<file path="src/rtl/mips_ctrl_pkg.sv">
// Shared encodings for the MIPS multicycle control unit and datapath.
// Holds state codes, opcode/funct constants, ALU codes and mux selects.
package mips_ctrl_pkg;

    localparam logic [2:0] ST_IDLE   = 3'd0;
    localparam logic [2:0] ST_FETCH  = 3'd1;
    localparam logic [2:0] ST_DECODE = 3'd2;
    localparam logic [2:0] ST_EXEC   = 3'd3;
    localparam logic [2:0] ST_MEM    = 3'd4;
    localparam logic [2:0] ST_WB     = 3'd5;
    localparam logic [2:0] ST_HALT   = 3'd6;

    typedef enum logic [2:0] {
        S_IDLE   = ST_IDLE,
        S_FETCH  = ST_FETCH,
        S_DECODE = ST_DECODE,
        S_EXEC   = ST_EXEC,
        S_MEM    = ST_MEM,
        S_WB     = ST_WB,
        S_HALT   = ST_HALT
    } state_t;

    localparam logic [5:0] OP_RTYPE = 6'b000000;
    localparam logic [5:0] OP_LW    = 6'b100011;
    localparam logic [5:0] OP_SW    = 6'b101011;
    localparam logic [5:0] OP_BEQ   = 6'b000100;
    localparam logic [5:0] OP_ADDI  = 6'b001000;
    localparam logic [5:0] OP_ANDI  = 6'b001100;
    localparam logic [5:0] OP_ORI   = 6'b001101;
    localparam logic [5:0] OP_J     = 6'b000010;

    localparam logic [5:0] FN_ADD = 6'b100000;
    localparam logic [5:0] FN_SUB = 6'b100010;
    localparam logic [5:0] FN_AND = 6'b100100;
    localparam logic [5:0] FN_OR  = 6'b100101;
    localparam logic [5:0] FN_SLT = 6'b101010;
    localparam logic [5:0] FN_SLL = 6'b000000;
    localparam logic [5:0] FN_SRL = 6'b000010;

    localparam logic [3:0] ALU_ADD = 4'b0010;
    localparam logic [3:0] ALU_SUB = 4'b0110;
    localparam logic [3:0] ALU_AND = 4'b0000;
    localparam logic [3:0] ALU_OR  = 4'b0001;
    localparam logic [3:0] ALU_SLT = 4'b0111;
    localparam logic [3:0] ALU_SLL = 4'b1000;
    localparam logic [3:0] ALU_SRL = 4'b1001;

    localparam logic [1:0] PCSRC_PC4 = 2'b00;
    localparam logic [1:0] PCSRC_BR  = 2'b01;
    localparam logic [1:0] PCSRC_JMP = 2'b10;

    localparam logic [1:0] ALUB_REG   = 2'b00;
    localparam logic [1:0] ALUB_FOUR  = 2'b01;
    localparam logic [1:0] ALUB_IMM   = 2'b10;
    localparam logic [1:0] ALUB_IMMSH = 2'b11;

    function automatic logic op_supported(input logic [5:0] op);
        return (op == OP_RTYPE) || (op == OP_LW)   ||
               (op == OP_SW)    || (op == OP_BEQ)  ||
               (op == OP_ADDI)  || (op == OP_ANDI) ||
               (op == OP_ORI)   || (op == OP_J);
    endfunction

endpackage

</file>
<file path="src/rtl/mips_multicycle_ctrl_alu_decode.sv">
// ALU operation decode for the multicycle controller.
// in: opcode, funct, state; out: alu_control, ext_zero, funct_illegal.
module mips_alu_decode
    import mips_ctrl_pkg::*;
#(
    parameter int OPW   = 6,
    parameter int ALUCW = 4
) (
    input  logic [OPW-1:0]   opcode,
    input  logic [OPW-1:0]   funct,
    input  state_t           state,
    output logic [ALUCW-1:0] alu_control,
    output logic             ext_zero,
    output logic             funct_illegal
);

    always_comb begin
        alu_control   = '0;
        ext_zero      = 1'b0;
        funct_illegal = 1'b0;
        unique case (state)
            // PC+4 in fetch, branch target in decode
            S_FETCH, S_DECODE: alu_control = ALU_ADD;
            S_EXEC: begin
                unique case (opcode)
                    OP_RTYPE: begin
                        unique case (funct)
                            FN_ADD:  alu_control = ALU_ADD;
                            FN_SUB:  alu_control = ALU_SUB;
                            FN_AND:  alu_control = ALU_AND;
                            FN_OR:   alu_control = ALU_OR;
                            FN_SLT:  alu_control = ALU_SLT;
                            FN_SLL:  alu_control = ALU_SLL;
                            FN_SRL:  alu_control = ALU_SRL;
                            default: funct_illegal = 1'b1;
                        endcase
                    end
                    OP_LW, OP_SW, OP_ADDI: alu_control = ALU_ADD;
                    OP_ANDI: begin
                        alu_control = ALU_AND;
                        ext_zero    = 1'b1;
                    end
                    OP_ORI: begin
                        alu_control = ALU_OR;
                        ext_zero    = 1'b1;
                    end
                    OP_BEQ:  alu_control = ALU_SUB;
                    default: alu_control = '0;
                endcase
            end
            default: alu_control = '0;
        endcase
    end

endmodule

</file>
<file path="src/rtl/mips_multicycle_ctrl.sv">
// Multicycle control FSM for the MIPS datapath (fetch..writeback).
// in: clk, reset, init, opcode, funct, alu_zero, mem_ack; out: all enables/selects.
module mips_multicycle_ctrl
    import mips_ctrl_pkg::*;
#(
    parameter int OPW   = 6,
    parameter int ALUCW = 4
) (
    input  logic             clk,
    input  logic             reset,
    input  logic             init,
    input  logic [OPW-1:0]   opcode,
    input  logic [OPW-1:0]   funct,
    input  logic             alu_zero,
    input  logic             mem_ack,
    output logic             mem_req,
    output logic             mem_we,
    output logic             mem_iord,
    output logic             ir_write,
    output logic             pc_write,
    output logic [1:0]       pc_src,
    output logic             alu_src_a,
    output logic [1:0]       alu_src_b,
    output logic             ext_zero,
    output logic [ALUCW-1:0] alu_control,
    output logic             reg_write,
    output logic             reg_dst,
    output logic             mem_to_reg,
    output logic             instr_done,
    output logic             halted
);

    state_t state;
    logic   funct_ill;
    logic   live;
    logic   ack;
    logic   is_r, is_lw, is_sw, is_beq, is_j;

    // init abandons the instruction: no commit, and it beats mem_ack
    assign live = ~init;
    assign ack  = mem_ack & ~init;

    assign is_r   = (opcode == OP_RTYPE);
    assign is_lw  = (opcode == OP_LW);
    assign is_sw  = (opcode == OP_SW);
    assign is_beq = (opcode == OP_BEQ);
    assign is_j   = (opcode == OP_J);

    mips_alu_decode #(
        .OPW   (OPW),
        .ALUCW (ALUCW)
    ) u_alu_decode (
        .opcode        (opcode),
        .funct         (funct),
        .state         (state),
        .alu_control   (alu_control),
        .ext_zero      (ext_zero),
        .funct_illegal (funct_ill)
    );

    always_ff @(posedge clk) begin
        if (reset) begin
            state <= S_IDLE;
        end else if (init && state != S_HALT) begin
            state <= S_IDLE;
        end else begin
            unique case (state)
                S_IDLE:  state <= S_FETCH;
                S_FETCH: if (mem_ack) state <= S_DECODE;
                S_DECODE: begin
                    if (is_j)
                        state <= S_FETCH;
                    else if (op_supported(opcode))
                        state <= S_EXEC;
                    else
                        state <= S_HALT;
                end
                S_EXEC: begin
                    unique case (1'b1)
                        funct_ill:      state <= S_HALT;
                        is_lw | is_sw:  state <= S_MEM;
                        is_beq:         state <= S_FETCH;
                        default:        state <= S_WB;
                    endcase
                end
                S_MEM: if (mem_ack) state <= is_sw ? S_FETCH : S_WB;
                S_WB:    state <= S_FETCH;
                S_HALT:  state <= S_HALT;
                default: state <= S_IDLE;
            endcase
        end
    end

    always_comb begin
        mem_req    = 1'b0;
        mem_we     = 1'b0;
        mem_iord   = 1'b0;
        ir_write   = 1'b0;
        pc_write   = 1'b0;
        pc_src     = PCSRC_PC4;
        alu_src_a  = 1'b0;
        alu_src_b  = ALUB_REG;
        reg_write  = 1'b0;
        reg_dst    = 1'b0;
        mem_to_reg = 1'b0;
        instr_done = 1'b0;
        halted     = 1'b0;
        unique case (state)
            S_FETCH: begin
                mem_req   = 1'b1;
                alu_src_b = ALUB_FOUR;
                ir_write  = ack;
                pc_write  = ack;
            end
            S_DECODE: begin
                alu_src_b = ALUB_IMMSH;
                if (is_j) begin
                    pc_src     = PCSRC_JMP;
                    pc_write   = live;
                    instr_done = live;
                end
            end
            S_EXEC: begin
                alu_src_a = 1'b1;
                alu_src_b = (is_r | is_beq) ? ALUB_REG : ALUB_IMM;
                if (is_beq) begin
                    pc_src     = PCSRC_BR;
                    pc_write   = alu_zero & live;
                    instr_done = live;
                end
            end
            S_MEM: begin
                mem_req    = 1'b1;
                mem_iord   = 1'b1;
                mem_we     = is_sw;
                instr_done = ack & is_sw;
            end
            S_WB: begin
                reg_write  = live;
                reg_dst    = is_r;
                mem_to_reg = is_lw;
                instr_done = live;
            end
            S_HALT:  halted = 1'b1;
            default: halted = 1'b0;
        endcase
    end

endmodule

</file>
<file path="config.mk">
export PLATFORM = sky130hd
export DESIGN_NAME = mips_multicycle_ctrl
export DESIGN_NICKNAME = d
export VERILOG_FILES = /design/src/rtl/mips_ctrl_pkg.sv /design/src/rtl/mips_multicycle_ctrl_alu_decode.sv /design/src/rtl/mips_multicycle_ctrl.sv
export SDC_FILE = /design/constraint.sdc
export NUM_CORES = 1
export LEC_CHECK = 0
export CORE_MARGIN = 2
export CORE_UTILIZATION = 37
export CTS_CLUSTER_DIAMETER = 200
export CTS_CLUSTER_SIZE = 14
export DETAILED_ROUTE_END_ITERATION = 6
export HOLD_SLACK_MARGIN = 0.02
export MAX_ROUTING_LAYER = met4
export PLACE_DENSITY = 0.76
export SLEW_MARGIN = 20
export SYNTH_ARGS = -nofsm -noshare
export SYNTH_HDL_FRONTEND = slang
export SYNTH_HIERARCHICAL = 1
export SYNTH_SLANG_ARGS = --single-unit
</file>
<file path="constraint.sdc">
create_clock -name clk -period 2.5 [get_ports clk]
set_clock_uncertainty 0.2 [all_clocks]
set_input_delay 0.5 -clock clk [delete_from_list [all_inputs] [get_ports clk]]
set_output_delay 0.5 -clock clk [all_outputs]
set_load 0.03 [all_outputs]
</file>
Yosys cells after proc, flatten, opt, wreduce, memory -nomap -nowiden
Index checks and enable logic that the tools add are counted.

cells by class
  equality and inequality tests = 22
  multiplexer cells = 34
  bitwise operators = 6
  reductions and logical operators = 19

operators with widths
  cell                                            count
  == test 6 bit (second input constant)           7
  one-hot mux 4 bit (6 select lines)              1
  == test 6 x 4 -> 1 bit (second input constant)  3
  two-way mux 1 bit                               18
  one-hot mux 3 bit (6 select lines)              1
  one-hot mux 4 bit (4 select lines)              1
  two-way mux 3 bit                               5
  == test 6 x 2 -> 1 bit (second input constant)  2
  logical NOT 6 bit                               2
  OR reduction 2 bit                              5
  == test 3 bit (second input constant)           3
  one-hot mux 3 bit (3 select lines)              1
  one-hot mux 4 bit (2 select lines)              1
  logical OR 1 bit                                7
  OR reduction 7 bit                              1
  == test 3 x 2 -> 1 bit (second input constant)  2
  == test 6 x 3 -> 1 bit (second input constant)  1
  one-hot mux 2 bit (3 select lines)              1
  two-way mux 2 bit                               2
  != test 2 bit (second input constant)           2
  one-hot mux 1 bit (4 select lines)              1
  one-hot mux 2 bit (2 select lines)              1
  bitwise AND 1 bit                               3
  == test 3 x 1 -> 1 bit (second input constant)  1
  8 further kinds                                 9

word-level totals
  register bits after elaboration = 3
  input bits = 17
  output and inout bits = 20
  word-level logic and storage cells = 82

Longest topological paths before layout
  depth in word-level cells = 11
  depth in mapped cells = 7

Cells and area by module
Netlist, hierarchy kept.

modules (own cells, without submodules)
  module                times used  cells an instance  area an instance (µm²)  seq. area each (µm²)
  mips_multicycle_ctrl  1           73                 569.3                   60.1
  mips_alu_decode       1           36                 242.7                   0.0

Worst setup path after synthesis
Ideal clock, no wire load.

  path type = input to output
  start point = input opcode[1]
  end point = output alu_control[3]
  data arrival time = 2318 ps
  path slack = -518 ps
  stages = 3
  path buffers = 0
  cells stage by stage = or3_4 -> or4_4 -> nor4_1

on the way
  word-level cells in the longest chain between the ends = 4
  elaborated cells between the ends (all ways) = 9
  those cells by class = eq/ne: 5; mux: 2; reduce/logical: 2

ends and longest elaborated chain
  element                                                         RTL line                               RTL
  start: declaration                                              mips_multicycle_ctrl.sv:12             input logic [OPW-1:0] opcode,
  == test 6 bit / == test 6 x 4 -> 1 bit (equally long branches)  mips_multicycle_ctrl_alu_decode.sv:25  unique case (opcode)
  OR reduction 3 bit                                              mips_multicycle_ctrl_alu_decode.sv:25
  one-hot mux 4 bit (4 select lines) *                            mips_multicycle_ctrl_alu_decode.sv:25
  one-hot mux 4 bit (2 select lines) *                            mips_multicycle_ctrl_alu_decode.sv:21  unique case (state)
  end: declaration                                                mips_multicycle_ctrl.sv:25             output logic [ALUCW-1:0] alu_control,

Every way passes the cells marked *; elsewhere a longest branch is shown, timed or not.

Worst setup path in the final report
  start point = input opcode[0]
  end point = output alu_control[1]

The elaborated chain is that of the path after synthesis.

==> impl_metrics.yaml <==
detailed_routing:
  drt-met1-wl_um: 1684
  via_per_inst: 6.270
  drt-initial-drc-count: 80
  topRoutingLayerUsed: "met4"
  antenna_left: 0
  post-route-drc-count: 0
  dr_wl_met3_um: 237
  vias: 1348
  first_pass_iters: 4
  routed_wl_um: 4250
  wl_per_cell_um: 19.77
  wl_met2_um: 2191
finish:
  register_area_um2: 61.31
  areaGrowthSynthToFinish_pct: 118.8
  regMostFlops: "state"
  fillers: 100
  fin_nets: 207
  multiInputGateArea_um2: 924.6
  num_antenna_cells: 0
  drive_above_1_share_pct: 60.64
  final_common_cell: "buf_4"
  largest_reg_flops: 3
  top_regs: "state (3)"
  final_cell_mix: "buf_4 (41), buf_6 (20), nor2_1 (13), nand2_1 (6)"
  final_cells: 215
yosys:
  synth.top_cell.area_share_pct: 7.396
  synth_area_per_cell_um2: 7.450
  yosysUniqueCellTypes: 50
  synth_compound_area_share_pct: 30.05
  synth_top_family_by_area: "simple AND/OR/NAND/NOR gates"
  synth_cells: 109
  yosys.area_share.adder_pct: 1.541
  yosys.area.top_type: "dfxtp_1"
  ys_ff_latch: 3
  synthMuxAreaShare_pct: 0
  ys_warn_count: 6
  synth_area_um2: 812.0
  synth_seq_area_share_pct: 7.396
  synth-simple-area-share_pct: 49.31
  synth_xor_area_share_pct: 3.236
  synth_area_leaders: "dfxtp_1 (7.4%), nor2_1 (6.5%), nor4_4 (5.2%)"
  synth_nets: 127
setup_path:
  r2r-end: "state[0]"
  critPathArrivalTime_ns: 2.12
  criticalPathCategory: "in -> out"
  worstReg2RegStart: "state[1]"
  cp_common_cell: "buf_6"
  critPathMaxStageDelay_ns: 0.45
  r2r_cells: 8
  rrSetupSlack_ns: 0.34
  crit_path_start_kind: "input port"
  crit_path_max_fanout: 3
  startpoint: "opcode[0]"
  slowest_stage: "or4_4"
  crit_path_end_kind: "output port"
  path_cells: "buf_6 -> or3_4 -> or4_4 -> buf_6 -> o22a_4 -> o22ai_4 -> buf_6"
  cp_data_required_time_ns: 1.80
global_routing:
  grt_pass1_vias: 1264
  groute.usage.overall_pct: 30.89
  grt_overflow: 0
  grt_pass1_wl_um: 6044
  grt_max_degree: 16
  grt_antenna_before_repair: 0
clocking:
  cts_root_buf: "clkbuf_4"
  cts_num_sinks: 3
  h-tree-depth: 1
  worstSkewPairLatency_ns: 0.24
  clkTransAtPathRegs_ns: 0.04
  cts_tree: "yes"
  cts_buffers: 3
  clk_path_buf_depth: 2
die:
  rows: 16
  fp.dieW_um: 50.85
  initial_core_util_pct: 40.16
  io_pins: 37
  die_h_um: 50.85
  die-area_mm2: 0.002585
  core_mm2: 0.002022
timing:
  min_period_ns: 2.819
  finalSetupViolations: 10
  fin_crit_sh_pct: 112.8
  fin_ws_ns: -0.3192
  worstMarginPinSlew_ns: 0.5055
  rsz0062_at_grt: "true"
  max_slew_margin_pct: 66.07
  max_freq_mhz: 354.7
  finalHoldViolCount: 0
  finalMaxSlewViolations: 0
placement:
  pre_cts_slack_ns: -0.6990
  place_congestion: 0.9088
  dp_hpwl_um: 2410
  port-buffer-count: 36
  place_inst: 199
outcome:
  violations: "negative setup slack"
  status: "finished, violations left"
hold_path:
  min_path_cells: 3
  min_to: "state[1]"
  min_from: "state[0]"
  hold_class: "reg -> reg"
pwr:
  p_leak_nw: 0.7558
  power_density_mw_per_mm2: 193.1
  vdd_drop_max_uv: 183.5
job:
  maxCapViolCount: 0
through the flow:
step                area [um^2]  hold slack, ns  util (%)  TNS [ns]  power [mW]
floorplan                 898.4          0.4852         -   -0.6157      0.1286
global placement           1448          0.5377     71.60    -7.178      0.2128
detailed placement         1448          0.5514     71.60    -7.630      0.2175
CTS                        1655          0.5511     81.87    -2.380      0.3207
global route               1777          0.6134     87.87    -1.867      0.3533
finish                     1777          0.5874     87.87    -1.572      0.3430
repair_timing:
action	4_1_cts	5_1_grt
hold buffers	0	0
gates cloned	0	0
pin swaps	17	18
setup buffers	10	3
resized for setup	63	34
setup endpoints to repair	19	17
layer usage:
metal	global-route usage, %	up-vias
met3	2.047	14
met4	9.459	0
met5	-	-
li1	-	591
met1	37.14	655
met2	55.26	88
area by class of cell:
cell class                      instances  share of cell area (%)
Clock buffer                            4                   1.479
Tap cell                               27                   1.901
Inverter                                5                   1.056
Timing Repair Buffer                   80                   40.07
Sequential cell                         3                   3.451
Multi-Input combinational cell         96                   52.04
worst max-delay path, delay by kind of cell:
| kind | cells | cell delay, ns |
|---|---|---|
| AND/OR/NAND/NOR | 2 | 0.83 |
| buffers and inverters | 3 | 0.39 |
| AO/OA/AOI/OAI | 2 | 0.40 |
cells by family (layout without fill, tap and decap cells):
family,after synthesis,after routing
and+or+nand+nor,60,60
AOI/OAI and AO/OA,32,32
buffers and inverters,10,89
xor gates and xnor gates,3,3
DFF,3,3
adders and majority gates,1,1
cell usage after synthesis, drive strengths merged:
cell type,instances
nand4b,1
a21boi,1
nor4,7
nand2,6
and3b,1
nor3,5
o211a,1
a211oi,2
nor4bb,1
a311oi,2
a32oi,1
dfxtp,3
o21ai,3
a21bo,1
or3,3
a221oi,2
o311ai,1
a31oi,1
ha,1
nand2b,2
o22a,2
nand3b,1
or4,4
inv,5
xnor2,3
buf,3
o221ai,1
or2b,4
nand3,2
nor2b,2
clkbuf,1
a211o,1
a21oi,8
nor2,15
or4bb,2
and3,1
nand4,1
o21a,2
a22o,1
clkdlybuf4s15,1
and2,2
o22ai,2
worst max-delay path by stage:
stage	slack (ns)	to
after floorplan	-0.19	alu_control[3]
after global placement	-0.66	alu_control[0]
after detailed placement	-0.70	alu_control[0]
after CTS	-0.38	alu_control[0]
after global routing	-0.32	alu_control[1]
final	-0.32	alu_control[1]
where the power goes:
part	total (mW)	internal (mW)	switching, mW
clock network	0.0911	0.0602	0.0309
logic	0.200	0.0961	0.104
registers	0.0522	0.0501	0.00210
total	0.343	0.206	0.137
Note: power is estimated with default switching activity, not from simulation.
